File: src/rtl/pcm_frame_sched_if.sv
// rtl/pcm_frame_sched_if.sv - sample bus between the frame scheduler and its consumer
interface pcm_frame_sched_if #(
  parameter int NCH = 4,
  parameter int DW  = 16,
  parameter int CW  = $clog2(NCH)
);
  logic [DW-1:0] out_data;
  logic [CW-1:0] out_ch;
  logic          out_last;
  logic          out_valid;
  logic          out_ready;

  modport master (
    output out_data,
    output out_ch,
    output out_last,
    output out_valid,
    input  out_ready
  );

  modport slave (
    input  out_data,
    input  out_ch,
    input  out_last,
    input  out_valid,
    output out_ready
  );
endinterface

File: src/rtl/pcm_frame_sched.sv
// rtl/pcm_frame_sched.sv - snapshots multi-channel PCM samples and serialises them onto one bus
module pcm_frame_sched #(
  parameter int NCH = 4,
  parameter int DW  = 16,
  parameter int FCW = 16
) (
  input  logic                clk,
  input  logic                rst,
  input  logic                en,
  input  logic                ce_pcm,
  input  logic [NCH*DW-1:0]   ch_data,
  input  logic                clr_ovr,
  pcm_frame_sched_if.master   bus,
  output logic                busy,
  output logic                overrun,
  output logic [FCW-1:0]      frame_cnt
);
  localparam int CW = $clog2(NCH);

  typedef enum logic {IDLE, SEND} state_t;

  state_t                 state;
  logic [NCH-1:0][DW-1:0] snap;
  logic [CW-1:0]          idx;
  logic [CW-1:0]          idx_nxt;
  logic [DW-1:0]          data_q;
  logic                   valid_q;
  logic                   at_last;
  logic                   xfer;
  logic                   fin;

  // Handshake decode: a beat moves on valid&ready; the frame ends on the last channel's beat.
  always_comb begin
    at_last = (idx == CW'(NCH - 1));
    idx_nxt = idx + CW'(1);
    xfer    = valid_q & bus.out_ready;
    fin     = (state == SEND) & xfer & at_last;
  end

  assign bus.out_data  = data_q;
  assign bus.out_ch    = idx;
  assign bus.out_last  = at_last;
  assign bus.out_valid = valid_q;

  // Frame FSM: capture on ce_pcm, walk channels 0..NCH-1, chain frames when ce_pcm meets the final beat.
  always_ff @(posedge clk) begin
    if (rst) begin
      state     <= IDLE;
      snap      <= '0;
      idx       <= '0;
      data_q    <= '0;
      valid_q   <= 1'b0;
      busy      <= 1'b0;
      overrun   <= 1'b0;
      frame_cnt <= '0;
    end else begin
      // Clear first so that a simultaneous overrun set below takes priority.
      if (clr_ovr) begin
        overrun <= 1'b0;
      end
      case (state)
        IDLE: begin
          if (ce_pcm && en) begin
            snap    <= ch_data;
            idx     <= '0;
            data_q  <= ch_data[DW-1:0];
            valid_q <= 1'b1;
            busy    <= 1'b1;
            state   <= SEND;
          end
        end
        SEND: begin
          // A new PCM period arriving before the frame drains loses its samples.
          if (ce_pcm && !fin) begin
            overrun <= 1'b1;
          end
          if (xfer) begin
            if (!at_last) begin
              idx    <= idx_nxt;
              data_q <= snap[idx_nxt];
            end else begin
              frame_cnt <= frame_cnt + FCW'(1);
              if (ce_pcm && en) begin
                snap   <= ch_data;
                idx    <= '0;
                data_q <= ch_data[DW-1:0];
              end else begin
                valid_q <= 1'b0;
                busy    <= 1'b0;
                state   <= IDLE;
              end
            end
          end
        end
        default: state <= IDLE;
      endcase
    end
  end
endmodule

File: src/flat_wrapper.sv
// flat-port wrapper written by rule: the top's interface ports become plain ports
module pcm_frame_sched_flat 
#(
  parameter int NCH = 4,
  parameter int DW  = 16,
  parameter int FCW = 16
)
  (clk, rst, en, ce_pcm, ch_data, clr_ovr, busy, overrun, frame_cnt, bus_out_data, bus_out_ch, bus_out_last, bus_out_valid, bus_out_ready);
  pcm_frame_sched_if #(.NCH(NCH), .DW(DW)) bus_i ();
  input  logic clk;
  input  logic rst;
  input  logic en;
  input  logic ce_pcm;
  input  logic [NCH*DW-1:0] ch_data;
  input  logic clr_ovr;
  output logic busy;
  output logic overrun;
  output logic [FCW-1:0] frame_cnt;
  output wire logic [$bits(bus_i.out_data)-1:0] bus_out_data;
  output wire logic [$bits(bus_i.out_ch)-1:0] bus_out_ch;
  output wire logic [$bits(bus_i.out_last)-1:0] bus_out_last;
  output wire logic [$bits(bus_i.out_valid)-1:0] bus_out_valid;
  input wire logic [$bits(bus_i.out_ready)-1:0] bus_out_ready;
  assign bus_out_data = bus_i.out_data;
  assign bus_out_ch = bus_i.out_ch;
  assign bus_out_last = bus_i.out_last;
  assign bus_out_valid = bus_i.out_valid;
  assign bus_i.out_ready = bus_out_ready;
  pcm_frame_sched #(.NCH(NCH), .DW(DW), .FCW(FCW)) u_core (.clk(clk), .rst(rst), .en(en), .ce_pcm(ce_pcm), .ch_data(ch_data), .clr_ovr(clr_ovr), .bus(bus_i), .busy(busy), .overrun(overrun), .frame_cnt(frame_cnt));
endmodule
File: config.mk
export PLATFORM = sky130hd
export DESIGN_NAME = pcm_frame_sched_flat
export DESIGN_NICKNAME = d
export VERILOG_FILES = /design/src/rtl/pcm_frame_sched_if.sv /design/src/rtl/pcm_frame_sched.sv /design/src/flat_wrapper.sv
export SDC_FILE = /design/constraint.sdc
export NUM_CORES = 1
export LEC_CHECK = 0
export ABC_AREA = 1
export CORE_MARGIN = 2
export CORE_UTILIZATION = 50
export DETAILED_ROUTE_END_ITERATION = 12
export HOLD_SLACK_MARGIN = 0.1
export PLACE_DENSITY = 0.77
export SETUP_SLACK_MARGIN = 0.4
export SLEW_MARGIN = 20
export SYNTH_ARGS = -nofsm -noshare
export SYNTH_HDL_FRONTEND = slang
export SYNTH_SLANG_ARGS = --single-unit
File: constraint.sdc
create_clock -name clk -period 2.8 [get_ports clk]
set_clock_uncertainty 0.15 [all_clocks]
set_input_delay 0.42 -clock clk [delete_from_list [all_inputs] [get_ports clk]]
set_output_delay 0.42 -clock clk [all_outputs]
set_load 0.03 [all_outputs]
### After elaboration in Yosys (flattened, before gate mapping)

Index checks and enable logic that the tools add are counted.

| storage, ports and cells | value |
|---|---|
| output and inout bits | 38 |
| register bits | 101 |
| memory bits (writable) | 0 |
| memories | 0 |
| logic and storage cells | 54 |
| memory bits (read-only) | 0 |
| input bits | 70 |
| bits in latches | 0 |

| operators by class | value |
|---|---|
| multiplexer cells | 26 |
| multiply operators | 0 |
| equality and inequality tests | 5 |
| div/mod/pow operators | 0 |
| bitwise operators | 4 |
| add/subtract/negate cells | 2 |
| order comparisons | 1 |
| reductions and logical operators | 6 |
| shift-type cells | 0 |

Operators with widths:

| operator | number |
|---|---|
| 2-to-1 mux 64 bit | 3 |
| one-hot mux 64 bit (2 select lines) | 1 |
| 2-to-1 mux 16 bit | 4 |
| binary-select mux 16 bit (select 2 bit) | 1 |
| one-hot mux 16 bit (2 select lines) | 1 |
| adder 16 x 1 -> 16 bit (second input constant) | 1 |
| 2-to-1 mux 1 bit | 10 |
| 2-to-1 mux 2 bit | 3 |
| inequality test 2 bit (second input constant) | 3 |
| one-hot mux 1 bit (2 select lines) | 2 |
| one-hot mux 2 bit (2 select lines) | 1 |
| AND reduction 4 bit | 1 |
| bitwise AND 1 bit | 3 |
| < comparator 2 x 3 -> 1 bit (second input constant) | 1 |
| AND reduction 3 bit | 1 |
| adder 2 x 1 -> 2 bit (second input constant) | 1 |
| == test 2 bit (second input constant) | 1 |
| logical AND 1 bit | 2 |
| inequality test 2 x 1 -> 1 bit (second input constant) | 1 |
| AND reduction 2 bit | 1 |
| logical NOT 1 bit | 1 |
| inverter 1 bit | 1 |

### Depth between registers and ports, before layout

Gate-level depths: netlist (run 1).

| depth | value |
|---|---|
| depth after elaboration | 7 |
| mapped depth | 10 |
| gate-level depth less buffers | 9 |

### Worst setup path before layout (run 1)

Ideal clock, no wire load.

| path | value |
|---|---|
| kind | register -> register |
| start point | register u_core.idx[1], in the netlist u_core.bus.out_ch[1] |
| end point | register u_core.frame_cnt[12] |
| stages on the path, launching flop included | 10 |
| path slack | 0.748 ns |
| setup time | 0.116 ns |
| arrival time | 1.787 ns |
| data required time | 2.534 ns |
| path buffers | 1 |
| clock period less this slack | 2.052 ns |
| cell sequence | dfxtp_1 ha_1 nand2_1 nor2_1 buf_4 nand3_1 nor2_1 nand3_1 nand2_1 nor2_1 |

| on the way | value |
|---|---|
| cells in the longest elaborated chain, start to end | 2 |

Ends and longest elaborated chain:

| what | line | source |
|---|---|---|
| start: declaration | pcm_frame_sched.sv:24 | `logic [CW-1:0] idx;` |
| start signal: assignment | pcm_frame_sched.sv:79 | `idx <= idx_nxt;` |
| == test 2 bit | pcm_frame_sched.sv:34 | `at_last = (idx == CW'(NCH - 1));` |
| named net bus_out_last | flat_wrapper.sv:21 | `output wire logic [$bits(bus_i.out_last)-1:0] bus_out_last;` |
| AND reduction 3 bit (no line) | -- |  |
| end signal: assignment | pcm_frame_sched.sv:82 | `frame_cnt <= frame_cnt + FCW'(1);` |
| end: declaration | pcm_frame_sched.sv:16 | `output logic [FCW-1:0] frame_cnt` |

The timed path passes the listed nets, and every way through them passes these cells.
A chain may end at the register's enable or synchronous reset.

### Final worst setup path (run 1)

| path | value |
|---|---|
| start point | register u_core.idx[0], in the netlist u_core.bus.out_ch[0] |
| end point | output bus_out_last |

| on the way | value |
|---|---|
| cells in the longest elaborated chain, start to end | 1 |

Ends and longest elaborated chain:

| what | line |
|---|---|
| == test 2 bit | pcm_frame_sched.sv:34 |
| end: declaration | flat_wrapper.sv:21 |

No other way between the ends.

==> results of run 1 <==
==> layer usage <==
layer  wire length, um  vias up
li1                  -     2339
met4               166        0
met2              5566      224
met1              5867     2138
met5                 0        -
met3              1175       14
==> area by class of cell <==
cell class,count,area share (%)
tap,108,2.333
clock inverter,4,0.4320
sequential,101,34.90
timing repair buffer,116,19.87
multi-input combinational,504,38.23
clock buffer,12,2.333
inverter,28,1.901
==> registers in the layout, summed over array words and instances (netlist names) <==
name	cells
u_core.busy	1
u_core.frame_cnt	16
u_core.overrun	1
u_core.state	1
u_core.snap	64
u_core.bus.out_data	16
u_core.bus.out_ch	2
==> what timing repair did <==
action | in CTS | in global routing
endpoints found under the setup margin | 0 | 5
resized for setup | 0 | 1
setup buffers | 0 | 0
==> per-stage QoR <==
stage          hold slack [ns]  cells  worst slack [ns]
6_report                0.3251    873            0.4675
5_1_grt                 0.3391    873            0.4129
3_3_place_gp            0.2995    857            0.3582
2_1_floorplan           0.2892    673            0.7476
3_5_place_dp            0.3057    857            0.3178
4_1_cts                 0.3234    873            0.4659
==> power by group through the flow <==
stage / clock network [mW] / registers (mW) / logic [mW]
global route: 0.887 / 1.58 / 0.578
floorplan: 0 / 1.64 / 0.249
global placement: 0 / 1.60 / 0.513
CTS: 0.824 / 1.57 / 0.524
finish: 0.811 / 1.57 / 0.526
detailed placement: 0 / 1.60 / 0.522
==> kinds of logic (layout without fill, tap and decap cells) <==
kind of cell | after synthesis | after routing | share of synthesized area (%)
and+or+nand+nor | 367 | 367 | 32.91
AOI/OAI and AO/OA | 134 | 134 | 15.13
DFF | 101 | 101 | 44.54
buffers and inverters | 68 | 160 | 6.670
adders and majority gates | 2 | 2 | 0.5512
xor gates and xnor gates | 1 | 1 | 0.1930
==> synth_stat cells (all sizes together) <==
library cell    n  area [sq um]
and3            1         6.260
a21oi          53         265.3
o211ai          2         15.01
inv            27         103.9
dfxtp         101          2022
o21ai          74         370.4
nand2         171         654.4
nand4           2         12.51
clkbuf         18         67.56
nor3            2         10.01
o21bai          2         15.01
clkinv          1         3.750
nand3          54         270.3
buf            22         127.6
ha              2         25.02
o22ai           1         6.260
a22oi           1         7.510
a211oi          1         7.510
xnor2           1         8.760
nor2          137         540.5
==> worst register-to-register path: cells and delay by family (launching register included) <==
family | cells | cell delay, ns
buffers and inverters | 3 | 0.59
AND/OR/NAND/NOR | 6 | 0.72
flip-flops | 1 | 0.39
adder cells (fa/ha/maj) | 1 | 0.29
==> path summary, 6_finish.rpt <==
check                                                       start                                    to  slack [ns]  depth (start not counted)
worst max-delay path            u_core.bus.out_ch[0]$_SDFFE_PP0P_                          bus_out_last        0.47                          2
worst min-delay path                  u_core.snap[6]$_SDFFE_PP0P_           u_core.snap[6]$_SDFFE_PP0P_        0.33                          2
worst max register to register  u_core.bus.out_ch[0]$_SDFFE_PP0P_  u_core.bus.out_data[14]$_SDFFE_PP0P_        0.60                         10
worst min register to register        u_core.snap[6]$_SDFFE_PP0P_           u_core.snap[6]$_SDFFE_PP0P_        0.33                          2
==> out/metrics.yaml, run 1 <==
grt_max_degree: 82
num-fill-cells: 786
crit_path_top_delay_cell: "clkdlybuf4s50_1"
p_leak_nw: 2.313
regArea_sq_mm: 0.002022
layout_commonest_cell: "nand2_1"
dr.pass1.iters: 5
pwr-share-comb_pct: 18.1
die_area_sq_mm: 0.009857
critPathLaunchType: "flop"
crit_fanout: 4
grt_pass1_wl_um: 21060
max_freq_mhz: 428.7
syn_inst: 673
cts_num_sinks: 101
place_area_sq_mm: 0.005630
use_met2_pct: 39.60
grt_pass1_vias: 4346
grt_busiest_layer: "met2"
cts_tree: "done"
drv_cap: 0
synth.distinct_cells: 30
die_h_um: 99.28
path_cells: "ha_1 > clkdlybuf4s50_1"
rows: 34
io_buffer_count: 107
postLayoutCoreUtil_pct: 66.11
antenna_found_initial: 0
design_area_sq_mm: 0.005793
grt_overflow: 0
ys_warn_count: 0
tns_ns: 0
ios: 108
switching_share_pct: 28.74
critPathMaxStageDelay_ns: 0.72
crit_family: "buffers and inverters"
nets: 832
track_usage_pct: 26.42
cp.arrival_ns: 1.76
path_buf_inv: 1
clkTransAtPathRegs_ns: 0.10
floorplan.initialDensity_pct: 51.80
drc: 0
finalPower_mw: 2.907
die_x_um: 99.28
multi_input_area_sq_mm: 0.002215
drive_gt1_share_pct: 4.314
synth_seq_cells: 101
routed_via_density: 5.401
hpwl_um: 8886
min_period_ns: 2.333
ys_seq_area_share_pct: 44.54
setup_viol: 0
ant_nets: 0
powerDensity_mw_per_mm2: 501.9
intPower_mw: 2.072
vias: 4715
cts-hold-fix-buffers: 0
place_congestion: 0.8641
status: "complete, no violations"
worstSetupPathType: "reg -> out"
post-route-period-util_pct: 83.30
power_frac_clock_pct: 27.9
area_growth_pct: 27.62
power_frac_seq_pct: 54.0
drv_slew: 0
cts_buffers: 9
cts.path.max_buffers: 2
ctsRootBufferMaster: "clkbuf_8"
worstMarginPinSlew_ns: 0.6604
cts-htree-levels: 3
routed_wl_um: 12780
wl_per_cell_um: 14.63
grt_use_met1_pct: 38.29
core_area_sq_mm: 0.008763
maxSlewHeadroom_pct: 55.92
synth.cell_area_sq_mm: 0.004539
n_antenna_cell: 0
grt_use_met3_pct: 5.903
power_switching_mw: 0.8357
syn_area_per_cell_sq_um: 6.745
clk_latency_ns: 0.37
final_cell_mix: "168 x nand2_1, 134 x nor2_1, 107 x clkdlybuf4s50_1, 101 x dfxtp_1, 72 x o21ai_0"
peakVddDrop_mv: 0.2485
rsz0062_at_grt: "no"
end_kind: "output pin"
hold_class: "reg -> reg"
required_ns: 2.23
syn_nets: 745
drt_iter0_markers: 415
hold_violations: 0
Note: power is estimated with default switching activity, not from simulation.
==> run 2: changes to the inputs <==
==> constraint.sdc (replaced) <==
create_clock -name clk -period 2.3 [get_ports clk]
set_clock_uncertainty 0.15 [all_clocks]
set_input_delay 0.345 -clock clk [delete_from_list [all_inputs] [get_ports clk]]
set_output_delay 0.345 -clock clk [all_outputs]
set_load 0.03 [all_outputs]
==> out/metrics.yaml, run 2 (same netlist as run 1, synthesis figures left out) <==
status: "complete, no violations"
routed_wl_um: 12950
powerDensity_mw_per_mm2: 621.1
wl_per_cell_um: 14.75
crit_path_top_delay_cell: "dfxtp_1"
critPathMaxStageDelay_ns: 0.39
final_cell_mix: "167 x nand2_1, 131 x nor2_1, 100 x dfxtp_1, 72 x o21ai_0, 69 x clkdlybuf4s50_1"
antenna_found_initial: 0
drt_iter0_markers: 314
hold_slack_ns: 0.3189
clkTransAtPathRegs_ns: 0.09
tns_ns: 0
floorplan.initialDensity_pct: 51.80
min_from: "u_core.overrun$_SDFF_PP0_"
worstSetupPathType: "reg -> reg"
dr.pass1.iters: 5
crit_family: "simple AND/OR/NAND/NOR gates"
post-route-period-util_pct: 79.69
cp-startpoint: "u_core.bus.out_ch[1]$_SDFFE_PP0P_"
num-fill-cells: 778
dp_slack_ns: -0.02054
max_freq_mhz: 545.6
die_x_um: 99.28
multi_input_area_sq_mm: 0.002237
track_usage_pct: 26.18
die_area_sq_mm: 0.009857
grt_pass1_vias: 4352
final_cells: 878
regArea_sq_mm: 0.002023
grt_overflow: 0
drv_cap: 0
largest_reg_flops: 64
maxSlewHeadroom_pct: 69.90
hold_violations: 0
ctsRootBufferMaster: "clkbuf_8"
grt_max_degree: 63
area_growth_pct: 30.73
cts_num_sinks: 101
cts_buffers: 9
switching_share_pct: 27.86
vias: 4719
power_frac_clock_pct: 30.5
pwr-share-comb_pct: 17.7
crit_top_cell: "nor2_1"
n_antenna_cell: 0
power_frac_seq_pct: 51.8
ant_nets: 0
min_period_ns: 1.833
intPower_mw: 2.659
placedCellCount: 859
peakVddDrop_mv: 0.3366
drc: 0
cts-htree-levels: 3
drive_gt1_share_pct: 6.234
end_kind: "flop"
hold_class: "reg -> reg"
clk_latency_ns: 0.37
ios: 108
finalWorstSetupSlack_ns: 0.4671
rows: 34
critPathLaunchType: "flop"
die_h_um: 99.28
drv_slew: 0
p_leak_nw: 2.611
routed_via_density: 5.375
layout_commonest_cell: "nand2_1"
io_buffer_count: 107
path_cells: "ha_4 > nor2_4 > inv_4 > nand2_4 > nor2_8 > buf_12 > clkinv_16 > nor2_1 > nor2_1"
power_switching_mw: 1.027
place_congestion: 0.8857
worstMarginPinSlew_ns: 0.4516
finalPower_mw: 3.686
cts-hold-fix-buffers: 0
top_register: "u_core.snap"
cp.arrival_ns: 1.95
path_buf_inv: 3
required_ns: 2.41
cts_tree: "done"
crit_fanout: 62
r2r_start: "u_core.bus.out_ch[1]$_SDFFE_PP0P_"
rsz0062_at_grt: "yes"
setup_viol: 0
core_area_sq_mm: 0.008763
nets: 838
hpwl_um: 8756
cts.path.max_buffers: 2
grt_pass1_wl_um: 20920
[run 2: cell types whose count changed in the layout (fill, tap and decap cells not counted), sizes merged]
cell	delta
bufinv	+1
buf	+7
inv	-1
clkinv	+2
clkdlybuf4s50	-38
clkinvlp	-2
dlymetal6s2s	+6
dlygate4sd2	+30
[run 2: final timing paths]
kind / slack [ns] / to / cells past startpoint
setup / recovery: 0.47 / u_core.snap[49]$_SDFFE_PP0P_ / 9
hold / removal: 0.32 / u_core.overrun$_SDFF_PP0_ / 2
setup reg to reg: 0.47 / u_core.snap[49]$_SDFFE_PP0P_ / 9
hold reg to reg: 0.32 / u_core.overrun$_SDFF_PP0_ / 2
[run 2: per-stage QoR]
| stage | instance area, sq um | util (%) |
|---|---|---|
| after floorplan | 4552 | - |
| after global placement | 5640 | 64.36 |
| after detailed placement | 5640 | 64.36 |
| after CTS | 5809 | 66.29 |
| after global routing | 5934 | 67.72 |
| final | 5934 | 67.72 |
[run 2: layout make-up]
type / instances / area share, %
clock buffers: 11 / 2.382
repair buffers: 122 / 20.47
inverters: 28 / 2.256
clock inverters: 4 / 0.8223
flip-flops and latches: 101 / 34.09
multi-input cells: 504 / 37.70
well taps: 108 / 2.277
[run 2: power by group through the flow]
stage | Sequential [mW] | Combinational, mW | Clock [mW]
5_1_grt | 1.92 | 0.716 | 1.22
3_3_place_gp | 1.95 | 0.619 | 0
6_report | 1.91 | 0.653 | 1.12
3_5_place_dp | 1.95 | 0.632 | 0
2_1_floorplan | 2.00 | 0.304 | 0
4_1_cts | 1.91 | 0.623 | 1.13
[run 2: metal layers]
metal / vias to the layer above / global-route usage [%] / wire length [um]
li1: 2354 / - / -
met1: 2145 / 38.26 / 5964
met2: 204 / 39.76 / 5726
met3: 16 / 4.989 / 1054
met4: 0 / 7.060 / 202
met5: - / 0 / 0
[run 2: tightest hold or removal path, cell delays in order, from the launching register on]
cell,delay (ns)
dfxtp_1,0.32
nand2_1,0.06
a21oi_1,0.05
[run 2: repair_timing]
item | CTS | global route
endpoints found under the hold margin | 0 | 0
setup endpoints to repair | 50 | 89
buffers inserted | 0 | 3
pin swaps | 0 | 1
cloned | 0 | 1
gates resized for setup | 35 | 19
